===== config.mk =====
export PLATFORM = sky130hd
export DESIGN_NAME = btn_sw_ctrl
export DESIGN_NICKNAME = d
export VERILOG_FILES = /design/src/rtl/btn_sw_pkg.sv /design/src/rtl/btn_sw_debounce.sv /design/src/rtl/btn_sw_ctrl.sv
export SDC_FILE = /design/constraint.sdc
export NUM_CORES = 1
export LEC_CHECK = 0
export CORE_MARGIN = 1
export CORE_UTILIZATION = 35
export DETAILED_ROUTE_END_ITERATION = 10
export DONT_BUFFER_PORTS = 1
export HOLD_SLACK_MARGIN = 0.15
export RECOVER_POWER = 100
export SYNTH_ARGS = -nofsm -noshare
export SYNTH_HDL_FRONTEND = slang
export SYNTH_SLANG_ARGS = --single-unit

===== constraint.sdc =====
create_clock -name CLK -period 2.9 [get_ports CLK]
set_input_delay 0.145 -clock CLK [delete_from_list [all_inputs] [get_ports CLK]]
set_output_delay 0.145 -clock CLK [all_outputs]
set_load 0.005 [all_outputs]

===== src/rtl/btn_sw_pkg.sv =====
// Shared definitions for the button/switch controller.
// Holds input counts, the event payload layout and a helper that builds an
// event from a flat channel number (buttons first, then switches).
package btn_sw_pkg;

  localparam int unsigned N_BTN     = 4;
  localparam int unsigned N_SW      = 8;
  localparam int unsigned N_IN      = N_BTN + N_SW;
  localparam int unsigned EVT_IDX_W = 3;
  localparam int unsigned EVT_W     = 1 + EVT_IDX_W + 1;

  typedef enum logic {
    SRC_BTN = 1'b0,
    SRC_SW  = 1'b1
  } src_e;

  // Event layout: [4] source, [3:1] index within source, [0] new level
  typedef struct packed {
    src_e                 src;
    logic [EVT_IDX_W-1:0] idx;
    logic                 level;
  } evt_t;

  // Flat channel 0..N_BTN-1 are buttons, the rest are switches
  function automatic evt_t make_evt(input int unsigned ch, input logic lvl);
    evt_t e;
    e.level = lvl;
    if (ch < N_BTN) begin
      e.src = SRC_BTN;
      e.idx = EVT_IDX_W'(ch);
    end else begin
      e.src = SRC_SW;
      e.idx = EVT_IDX_W'(ch - N_BTN);
    end
    return e;
  endfunction

endpackage


===== src/rtl/btn_sw_debounce.sv =====
// One debounce channel: two-flop synchroniser, agreement counter and level.
// Ports: clk, rst_n, tick (sample strobe), raw (pin), level (debounced),
//        toggle_c (high in the cycle the level is about to flip).
module btn_sw_debounce #(
  parameter int unsigned DB_CNT = 4
) (
  input  logic clk,
  input  logic rst_n,
  input  logic tick,
  input  logic raw,
  output logic level,
  output logic toggle_c
);

  localparam int unsigned CNT_W = (DB_CNT > 1) ? $clog2(DB_CNT) : 1;

  logic             sync1_q, sync1_d;
  logic             sync2_q, sync2_d;
  logic             level_q, level_d;
  logic [CNT_W-1:0] cnt_q, cnt_d;

  // Counter counts consecutive disagreeing ticks; the last one flips the level
  always_comb begin
    sync1_d  = raw;
    sync2_d  = sync1_q;
    cnt_d    = cnt_q;
    level_d  = level_q;
    toggle_c = 1'b0;
    if (tick) begin
      if (sync2_q != level_q) begin
        if (cnt_q == CNT_W'(DB_CNT - 1)) begin
          level_d  = ~level_q;
          cnt_d    = '0;
          toggle_c = 1'b1;
        end else begin
          cnt_d = cnt_q + CNT_W'(1);
        end
      end else begin
        cnt_d = '0;
      end
    end
  end

  always_ff @(posedge clk or negedge rst_n) begin
    if (!rst_n) begin
      sync1_q <= 1'b0;
      sync2_q <= 1'b0;
      cnt_q   <= '0;
      level_q <= 1'b0;
    end else begin
      sync1_q <= sync1_d;
      sync2_q <= sync2_d;
      cnt_q   <= cnt_d;
      level_q <= level_d;
    end
  end

  assign level = level_q;

endmodule


===== src/rtl/btn_sw_ctrl.sv =====
// Board-input controller: debounces 4 buttons and 8 switches, produces change
// pulses and queues change events in a small FIFO read over valid/ready.
// Ports: CLK, RST_ASYNC_N, BTN_IN/SW_IN (raw pins), BTN_LEVEL/SW_LEVEL,
//        BTN_PRESS/SW_CHANGE (pulses), EVT_VALID/EVT_READY/EVT_DATA/EVT_COUNT.
module btn_sw_ctrl
  import btn_sw_pkg::*;
#(
  parameter int unsigned TICK_DIV  = 50000,
  parameter int unsigned DB_CNT    = 4,
  parameter int unsigned EVT_DEPTH = 4
) (
  input  logic                       CLK,
  input  logic                       RST_ASYNC_N,
  input  logic [N_BTN-1:0]           BTN_IN,
  input  logic [N_SW-1:0]            SW_IN,
  output logic [N_BTN-1:0]           BTN_LEVEL,
  output logic [N_SW-1:0]            SW_LEVEL,
  output logic [N_BTN-1:0]           BTN_PRESS,
  output logic [N_SW-1:0]            SW_CHANGE,
  output logic                       EVT_VALID,
  input  logic                       EVT_READY,
  output logic [EVT_W-1:0]           EVT_DATA,
  output logic [$clog2(EVT_DEPTH):0] EVT_COUNT
);

  localparam int unsigned TICK_W = $clog2(TICK_DIV);
  localparam int unsigned PTR_W  = $clog2(EVT_DEPTH);
  localparam int unsigned CNT_W  = PTR_W + 1;
  localparam int unsigned SEL_W  = $clog2(N_IN);

  logic [TICK_W-1:0] tick_cnt_q, tick_cnt_d;
  logic              tick_c;
  logic [N_IN-1:0]   raw_all, level_all, toggle_all;
  logic [N_IN-1:0]   pend_q, pend_d;
  logic [N_BTN-1:0]  press_q, press_d;
  logic [N_SW-1:0]   change_q, change_d;
  evt_t              mem_q [EVT_DEPTH];
  evt_t              mem_d [EVT_DEPTH];
  logic [PTR_W-1:0]  wr_ptr_q, wr_ptr_d, rd_ptr_q, rd_ptr_d;
  logic [CNT_W-1:0]  count_q, count_d;
  logic              valid_q, valid_d;
  logic [SEL_W-1:0]  sel_c;
  logic              any_c, push_c, pop_c, full_c;
  evt_t              push_evt_c;

  // Free-running sample tick, one cycle wide at the top of the count
  always_comb begin
    tick_c     = (tick_cnt_q == TICK_W'(TICK_DIV - 1));
    tick_cnt_d = tick_c ? '0 : tick_cnt_q + TICK_W'(1);
  end

  assign raw_all = {SW_IN, BTN_IN};

  for (genvar g = 0; g < int'(N_IN); g++) begin : g_db
    btn_sw_debounce #(.DB_CNT(DB_CNT)) u_db (
      .clk      (CLK),
      .rst_n    (RST_ASYNC_N),
      .tick     (tick_c),
      .raw      (raw_all[g]),
      .level    (level_all[g]),
      .toggle_c (toggle_all[g])
    );
  end

  // Pulses line up with the level edge: a button pulses only when rising
  always_comb begin
    press_d  = toggle_all[N_BTN-1:0] & ~level_all[N_BTN-1:0];
    change_d = toggle_all[N_IN-1:N_BTN];
  end

  // Scheduler: lowest pending channel wins; new toggles override the clear
  always_comb begin
    pop_c  = valid_q & EVT_READY;
    full_c = (count_q == CNT_W'(EVT_DEPTH));
    sel_c  = '0;
    any_c  = 1'b0;
    for (int i = int'(N_IN) - 1; i >= 0; i--) begin
      if (pend_q[i]) begin
        sel_c = SEL_W'(i);
        any_c = 1'b1;
      end
    end
    push_c     = any_c & (~full_c | pop_c);
    push_evt_c = make_evt(32'(sel_c), level_all[sel_c]);
    pend_d     = pend_q;
    if (push_c) pend_d[sel_c] = 1'b0;
    pend_d = pend_d | toggle_all;
  end

  // FIFO bookkeeping; a push into an empty FIFO shows up one cycle later
  always_comb begin
    mem_d    = mem_q;
    wr_ptr_d = wr_ptr_q;
    rd_ptr_d = rd_ptr_q;
    count_d  = count_q;
    if (push_c) begin
      mem_d[wr_ptr_q] = push_evt_c;
      wr_ptr_d        = wr_ptr_q + PTR_W'(1);
    end
    if (pop_c) rd_ptr_d = rd_ptr_q + PTR_W'(1);
    case ({push_c, pop_c})
      2'b10:   count_d = count_q + CNT_W'(1);
      2'b01:   count_d = count_q - CNT_W'(1);
      default: count_d = count_q;
    endcase
    valid_d = (count_d != '0);
  end

  always_ff @(posedge CLK or negedge RST_ASYNC_N) begin
    if (!RST_ASYNC_N) begin
      tick_cnt_q <= '0;
      pend_q     <= '0;
      press_q    <= '0;
      change_q   <= '0;
      wr_ptr_q   <= '0;
      rd_ptr_q   <= '0;
      count_q    <= '0;
      valid_q    <= 1'b0;
      for (int i = 0; i < int'(EVT_DEPTH); i++) mem_q[i] <= '0;
    end else begin
      tick_cnt_q <= tick_cnt_d;
      pend_q     <= pend_d;
      press_q    <= press_d;
      change_q   <= change_d;
      wr_ptr_q   <= wr_ptr_d;
      rd_ptr_q   <= rd_ptr_d;
      count_q    <= count_d;
      valid_q    <= valid_d;
      mem_q      <= mem_d;
    end
  end

  assign BTN_LEVEL = level_all[N_BTN-1:0];
  assign SW_LEVEL  = level_all[N_IN-1:N_BTN];
  assign BTN_PRESS = press_q;
  assign SW_CHANGE = change_q;
  assign EVT_VALID = valid_q;
  assign EVT_DATA  = mem_q[rd_ptr_q];
  assign EVT_COUNT = count_q;

endmodule


-- After elaboration in Yosys (flattened, before gate mapping)
Cells that the tools add are included.
- add/sub/neg operators: 18
- $lt $le $gt $ge: 6
- equality and inequality tests: 28
- multiplexer cells: 98
- bitwise logic cells: 23
- reductions and logical operators: 15
- operator list (operator ; count):
    $mux 4 ; 13
    $mux 1 ; 50
    $mux 2 ; 24
    $reduce_and 3->1 ; 12
    $add 2x1->2 const B ; 14
    $eq 2x2->1 const B ; 13
    $bwmux 20 ; 1
    $add 16x1->16 const B ; 1
    $eq 16x16->1 const B ; 1
    $mux 16 ; 1
    $mux 5 ; 3
    $not 1->1 ; 13
    $and 12x12->12 ; 1
    $mux 12 ; 1
    $ne 1x1->1 ; 12
    $not 12->12 ; 1
    $or 12x12->12 ; 1
    $bmux 5 s2 ; 1
    $demux 5 s2 ; 1
    $ge 3x3->1 const B ; 2
    $not 2->3 ; 2
    $pmux 3 s2 ; 1
    $lt 4x5->1 const B ; 1
    $and 4x4->4 ; 1
    15 further kinds ; 17
- register bits: 128
- input bits: 15
- output and inout port bits: 33
- logic and storage cells: 256

-- Depth between registers and ports, before layout
- word-level depth: 20
- depth in mapped cells: 9

-- By module
A second synthesis with hierarchy kept.
- cells, all modules: 480
- area, all modules: 5625.4 sq um
- by module, submodules not included (module ; times used ; cells an instance ; area each (sq um)):
    btn_sw_ctrl ; 1 ; 288 ; 3253.1
    btn_sw_debounce ; 12 ; 16 ; 197.7

-- Worst setup path before layout
No wires, ideal clock.
- path type: reg-to-reg
- start point: register pend_q[3]
- end point: register mem_q[0] (netlist bit)
- arrival: 1.920 ns
- data required time: 2.751 ns
- path slack: 0.831 ns
- stages on the path, launching flop included: 9
- period minus slack after synthesis: 2.069 ns
- cell sequence: dfrtp_1 buf_6 or4_1 buf_2 a21o_4 o21ai_2 a31oi_1 nor4_2 a41oi_1
- cells in the longest elaborated chain, start to end: 7
- elaborated cells between the ends (all ways): 12
- those cells by class: mux: 11; bitwise: 1
- RTL lines (what ; line ; RTL):
    start, declared ; btn_sw_ctrl.sv:34 ; logic [N_IN-1:0] pend_q, pend_d;
    start signal, assigned ; btn_sw_ctrl.sv:122 ; pend_q <= pend_d;
    $mux 4 (4 in a row) ; btn_sw_ctrl.sv:78 ; if (pend_q[i]) begin
    $bmux 1 s4 ; btn_sw_ctrl.sv:84 ; push_evt_c = make_evt(32'(sel_c), level_all[sel_c]);
    $mux 1 (not written as such) ; btn_sw_ctrl.sv:84 ;
    $bwmux 20 ; btn_sw_ctrl.sv:97 ; mem_d[wr_ptr_q] = push_evt_c;
    end signal, assigned ; btn_sw_ctrl.sv:129 ; mem_q <= mem_d;
    end, declared ; btn_sw_ctrl.sv:37 ; evt_t mem_q [EVT_DEPTH];
Several ways; a longest one is shown, not always the timed one. The select of a mux whose other input is x is not followed.
A chain may end at the register's enable or synchronous reset.

-- Final worst setup path
- start point: register tick_cnt_q[0]
- end point: register pend_q[11]
- cells in the longest elaborated chain, start to end: 3
- RTL lines (what ; line ; RTL):
    start, declared ; btn_sw_ctrl.sv:31 ; logic [TICK_W-1:0] tick_cnt_q, tick_cnt_d;
    start signal, assigned ; btn_sw_ctrl.sv:121 ; tick_cnt_q <= tick_cnt_d;
    $eq 16x16->1 ; btn_sw_ctrl.sv:48 ; tick_c = (tick_cnt_q == TICK_W'(TICK_DIV - 1));
    $mux 1 ; btn_sw_debounce.sv:29 ; if (tick) begin
    named net g_db[11].u_db.toggle_c ; btn_sw_debounce.sv:12 ; output logic toggle_c
    $or 12x12->12 ; btn_sw_ctrl.sv:87 ; pend_d = pend_d | toggle_all;
    named net pend_d[11] ; btn_sw_ctrl.sv:34 ;
The timed path passes the listed nets, and every way through them passes these cells.

==> flow_metrics.env <==
export IMPL_drt_vias_per_instance=5.07
export IMPL_largest_net_degree_at_the_start_of_global_routing=129
export IMPL_postSynth_asyncResetShare=1.00
export IMPL_total_power_mw=4.16
export IMPL_synth_avg_cell_area_um2=11.2
export IMPL_initial_antenna_violation_count=0
export IMPL_worst_setup_path_end_kind="flop"
export IMPL_dieWidth_um=130
export IMPL_ctsHtreeMaxLevel=4
export IMPL_data_required_time_of_the_critical_path_ps=3200
export IMPL_min_path_type="in2async"
export IMPL_max_cap_violations=0
export IMPL_clk_transition_reported_paths_ps=50
export IMPL_synth_compound_area_share=0.102
export IMPL_vias_in_the_first_global_route=3884
export IMPL_post_synthesis_cell_type_with_the_largest_combined_area="sky130_fd_sc_hd__dfrtp_1"
export IMPL_drive_gt1_frac=0.109
export IMPL_numCtsBuffers=17
export IMPL_violations_in_the_final_reports="hold timing"
export IMPL_count_of_flip_flops_with_a_built_in_enable_after_synthesis=0
export IMPL_grt_remaining_overflow=0
export IMPL_final_cell_mix="sky130_fd_sc_hd__dfrtp_1, sky130_fd_sc_hd__nand2_1, sky130_fd_sc_hd__nor2_1"
export IMPL_power_share_sequential=0.468
export IMPL_number_of_routed_nets_with_antenna_violations=0
export IMPL_share_of_yosys_cell_area_claimed_by_the_top_area_cell_type=0.558
export IMPL_largest_family_of_logic_cells_by_synthesized_area="simple AND/OR/NAND/NOR gates"
export IMPL_insertion_delay_ps=420
export IMPL_dr_first_iter_drc_count=215
export IMPL_post_dr_wirelength_cell_um=15.6
export IMPL_power_leakage_nw=3.02
export IMPL_core_rowCount=46
export IMPL_dp_final_hpwl_um=8210
export IMPL_ys_seq_elements=128
export IMPL_cts_hold_repair_buffers=13
export IMPL_pwr_density_cell_nw_per_um2=637
export IMPL_power_frac_comb=0.052
export IMPL_detail_route_first_pass_iterations=5
export IMPL_yosys_mux_area_fraction=0.0523
export IMPL_max_clock_path_buffers=2
export IMPL_synth_area_top_cells="sky130_fd_sc_hd__dfrtp_1, sky130_fd_sc_hd__nand2_1, sky130_fd_sc_hd__ha_1, sky130_fd_sc_hd__o21ai_0, sky130_fd_sc_hd__xnor2_1"
export IMPL_synth_simple_gate_area_share=0.158
export IMPL_cts_root_buf="sky130_fd_sc_hd__clkbuf_16"
export IMPL_finalSetupViolCount=0
export IMPL_worst_ep_arrival_time_ps=2890
export IMPL_ioPinCount=48
export IMPL_status="finished, violations left"
export IMPL_synth_cell_area_um2=5740
export IMPL_synth_adder_area_share=0.0406
export IMPL_clock_tree_from_tritoncts="done"
export IMPL_antenna_cells_inserted=0
export IMPL_timing_hold_violations_final=128
export IMPL_max_slew_worst_pin_slew_ps=1170
export IMPL_clock_power_share=0.481
export IMPL_crit_slowest_cell="sky130_fd_sc_hd__clkbuf_1"
export IMPL_die_outline_area_um2=16900
export IMPL_p_int_mw=3.23
export IMPL_list_of_cells_traversed_by_the_critical_path="ha_1 -> and3_1 -> nand4_1 -> clkbuf_1 -> nor2_1 -> and2_0 -> nand2b_1"
export IMPL_placed_cells=701
export IMPL_timing_hold_ws_ps=-573
export IMPL_num_nets_final=550
export IMPL_netSwitchingPower_uw=926
export IMPL_synth_flop_cell="sky130_fd_sc_hd__dfrtp_1"
export IMPL_initial_utilization=0.360
export IMPL_setup_slack_ps=307
export IMPL_worst_setup_path_type="reg2reg"
export IMPL_worst_clock_skew_ps=6.50
export IMPL_gp_congestion=0.890
export IMPL_io_buffers=0
export IMPL_grt_usage=0.153
export IMPL_synthToLayoutAreaGrowth_pct=13.7
export IMPL_reg2reg_setup_slack_ps=310
export IMPL_finalCriticalPeriod_ps=2590
export IMPL_wirelength_um=11600
export IMPL_synth_cell_types=59
export IMPL_power_share_switching=0.223
export IMPL_critical_path_peak_fanout=27
export IMPL_detail_route_drc_violations=0
export IMPL_grt_pass1_wl_um=19300
export IMPL_layout_cells_most_common="sky130_fd_sc_hd__dfrtp_1"
export IMPL_setup_tns_final_ps=0
export IMPL_clock_sink_count=128
export IMPL_synth_xor_area_share=0.0458
export IMPL_worst_setup_path_start_kind="flop"
export IMPL_timing_final_max_slew_violations=0
export IMPL_synthesis_instances=511
export IMPL_yosys_warnings=0
export IMPL_fp_dieH_um=130
export IMPL_final_cell_count_no_fill=746
export IMPL_cp_slowest_stage_delay_ps=870
export IMPL_vdd_ir_drop_worst_v=0.000435
export IMPL_timing_max_slew_rel_slack=0.222
export IMPL_unrepaired_setup_endpoints_after_global_routing="no"
export IMPL_via_count=3780
export IMPL_synth_sequential_area_ratio=0.558
export IMPL_dp_slack_ps=355
export IMPL_fp_coreArea_um2=15900
export IMPL_post_route_period_util=0.894
export IMPL_timing_fmax_mhz=386
export IMPL_postSynthNetCount=544
final timing paths:
path	to	startpoint	cells past startpoint
min in group CLK	g_db[10].u_db.sync1_q	SW_IN[6]	1
hold / removal	BTN_PRESS[3]	RST_ASYNC_N	0
setup reg to reg	pend_q[11]	tick_cnt_q[0]	7
hold reg to reg	g_db[0].u_db.sync2_q	g_db[0].u_db.sync1_q	0
max in group asynchronous	tick_cnt_q[13]	RST_ASYNC_N	0
setup / recovery	pend_q[11]	tick_cnt_q[0]	7
per-layer routing:
layer  global-route usage  part of all wire  wire length, um  vias to the layer above
li1                     -                 -                -                     1793
met1                0.176              0.43             4980                     1891
met2                0.253              0.50             5770                       76
met3               0.0525             0.052              605                       20
met4               0.0800             0.022              258                        0
met5                    0                 0                0                        -
cell usage after synthesis, types with 7 or more instances:
cell type,n
sky130_fd_sc_hd__and3_1,12
sky130_fd_sc_hd__buf_4,12
sky130_fd_sc_hd__clkbuf_1,10
sky130_fd_sc_hd__dfrtp_1,128
sky130_fd_sc_hd__ha_1,17
sky130_fd_sc_hd__inv_1,11
sky130_fd_sc_hd__mux2_2,12
sky130_fd_sc_hd__nand2_1,73
sky130_fd_sc_hd__nand2b_1,10
sky130_fd_sc_hd__nand3_1,19
sky130_fd_sc_hd__nand3b_1,7
sky130_fd_sc_hd__nor2_1,31
sky130_fd_sc_hd__nor4_1,7
sky130_fd_sc_hd__o21ai_0,29
sky130_fd_sc_hd__o31ai_1,10
sky130_fd_sc_hd__xnor2_1,16
sky130_fd_sc_hd__xor2_1,14
worst max-delay path, delay by kind of cell (launching register included):
family	cells	cell delay [ps]
buffers and inverters	1	870
DFF	1	400
adders and majority gates	1	230
and+or+nand+nor	5	960
power by group through the flow:
| stage | Sequential (mW) | Combinational (mW) | Clock (mW) |
|---|---|---|---|
| 6_report | 1.94 | 0.215 | 2.00 |
| 5_1_grt | 1.96 | 0.238 | 2.15 |
| 4_1_cts | 1.95 | 0.217 | 2.06 |
| 3_5_place_dp | 1.98 | 0.203 | 0 |
| 3_3_place_gp | 1.97 | 0.190 | 0 |
| 2_1_floorplan | 1.92 | 0.212 | 0 |
through the flow:
stage | area (um2) | hold WS (ps) | utilization
2_1_floorplan | 5740 | -151 | -
3_3_place_gp | 5850 | -144 | 0.367
3_5_place_dp | 5850 | -144 | 0.367
4_1_cts | 6540 | -597 | 0.410
5_1_grt | 6530 | -606 | 0.409
6_report | 6530 | -573 | 0.409
flip-flops by register name (all words and copies together), names as in the netlist:
signal	count
g_db.u_db.cnt_q	24
mem_q	20
tick_cnt_q	16
g_db.u_db.level	12
g_db.u_db.sync1_q	12
g_db.u_db.sync2_q	12
pend_q	12
SW_CHANGE	8
BTN_PRESS	4
EVT_COUNT	3
rd_ptr_q	2
wr_ptr_q	2
EVT_VALID	1
final cells by class:
cell class	instances	area, um2
Fill cell	1535	9420
Sequential cell	128	3200
Multi-Input combinational cell	339	2290
Clock buffer	20	437
Tap cell	216	270
Timing Repair Buffer	19	164
Clock inverter	12	119
Inverter	12	45.0
kinds of logic after synthesis:
group,after synthesis
fa+ha+maj,18
compound gates,83
buf+inv,44
mux,22
flops,128
simple gates,186
xor+xnor,30
what timing repair did:
action,4_1_cts,5_1_grt
hold endpoints to repair,142,128
setup buffers,0,0
resized for setup,0,0
Power figures use the tool's default switching activity.
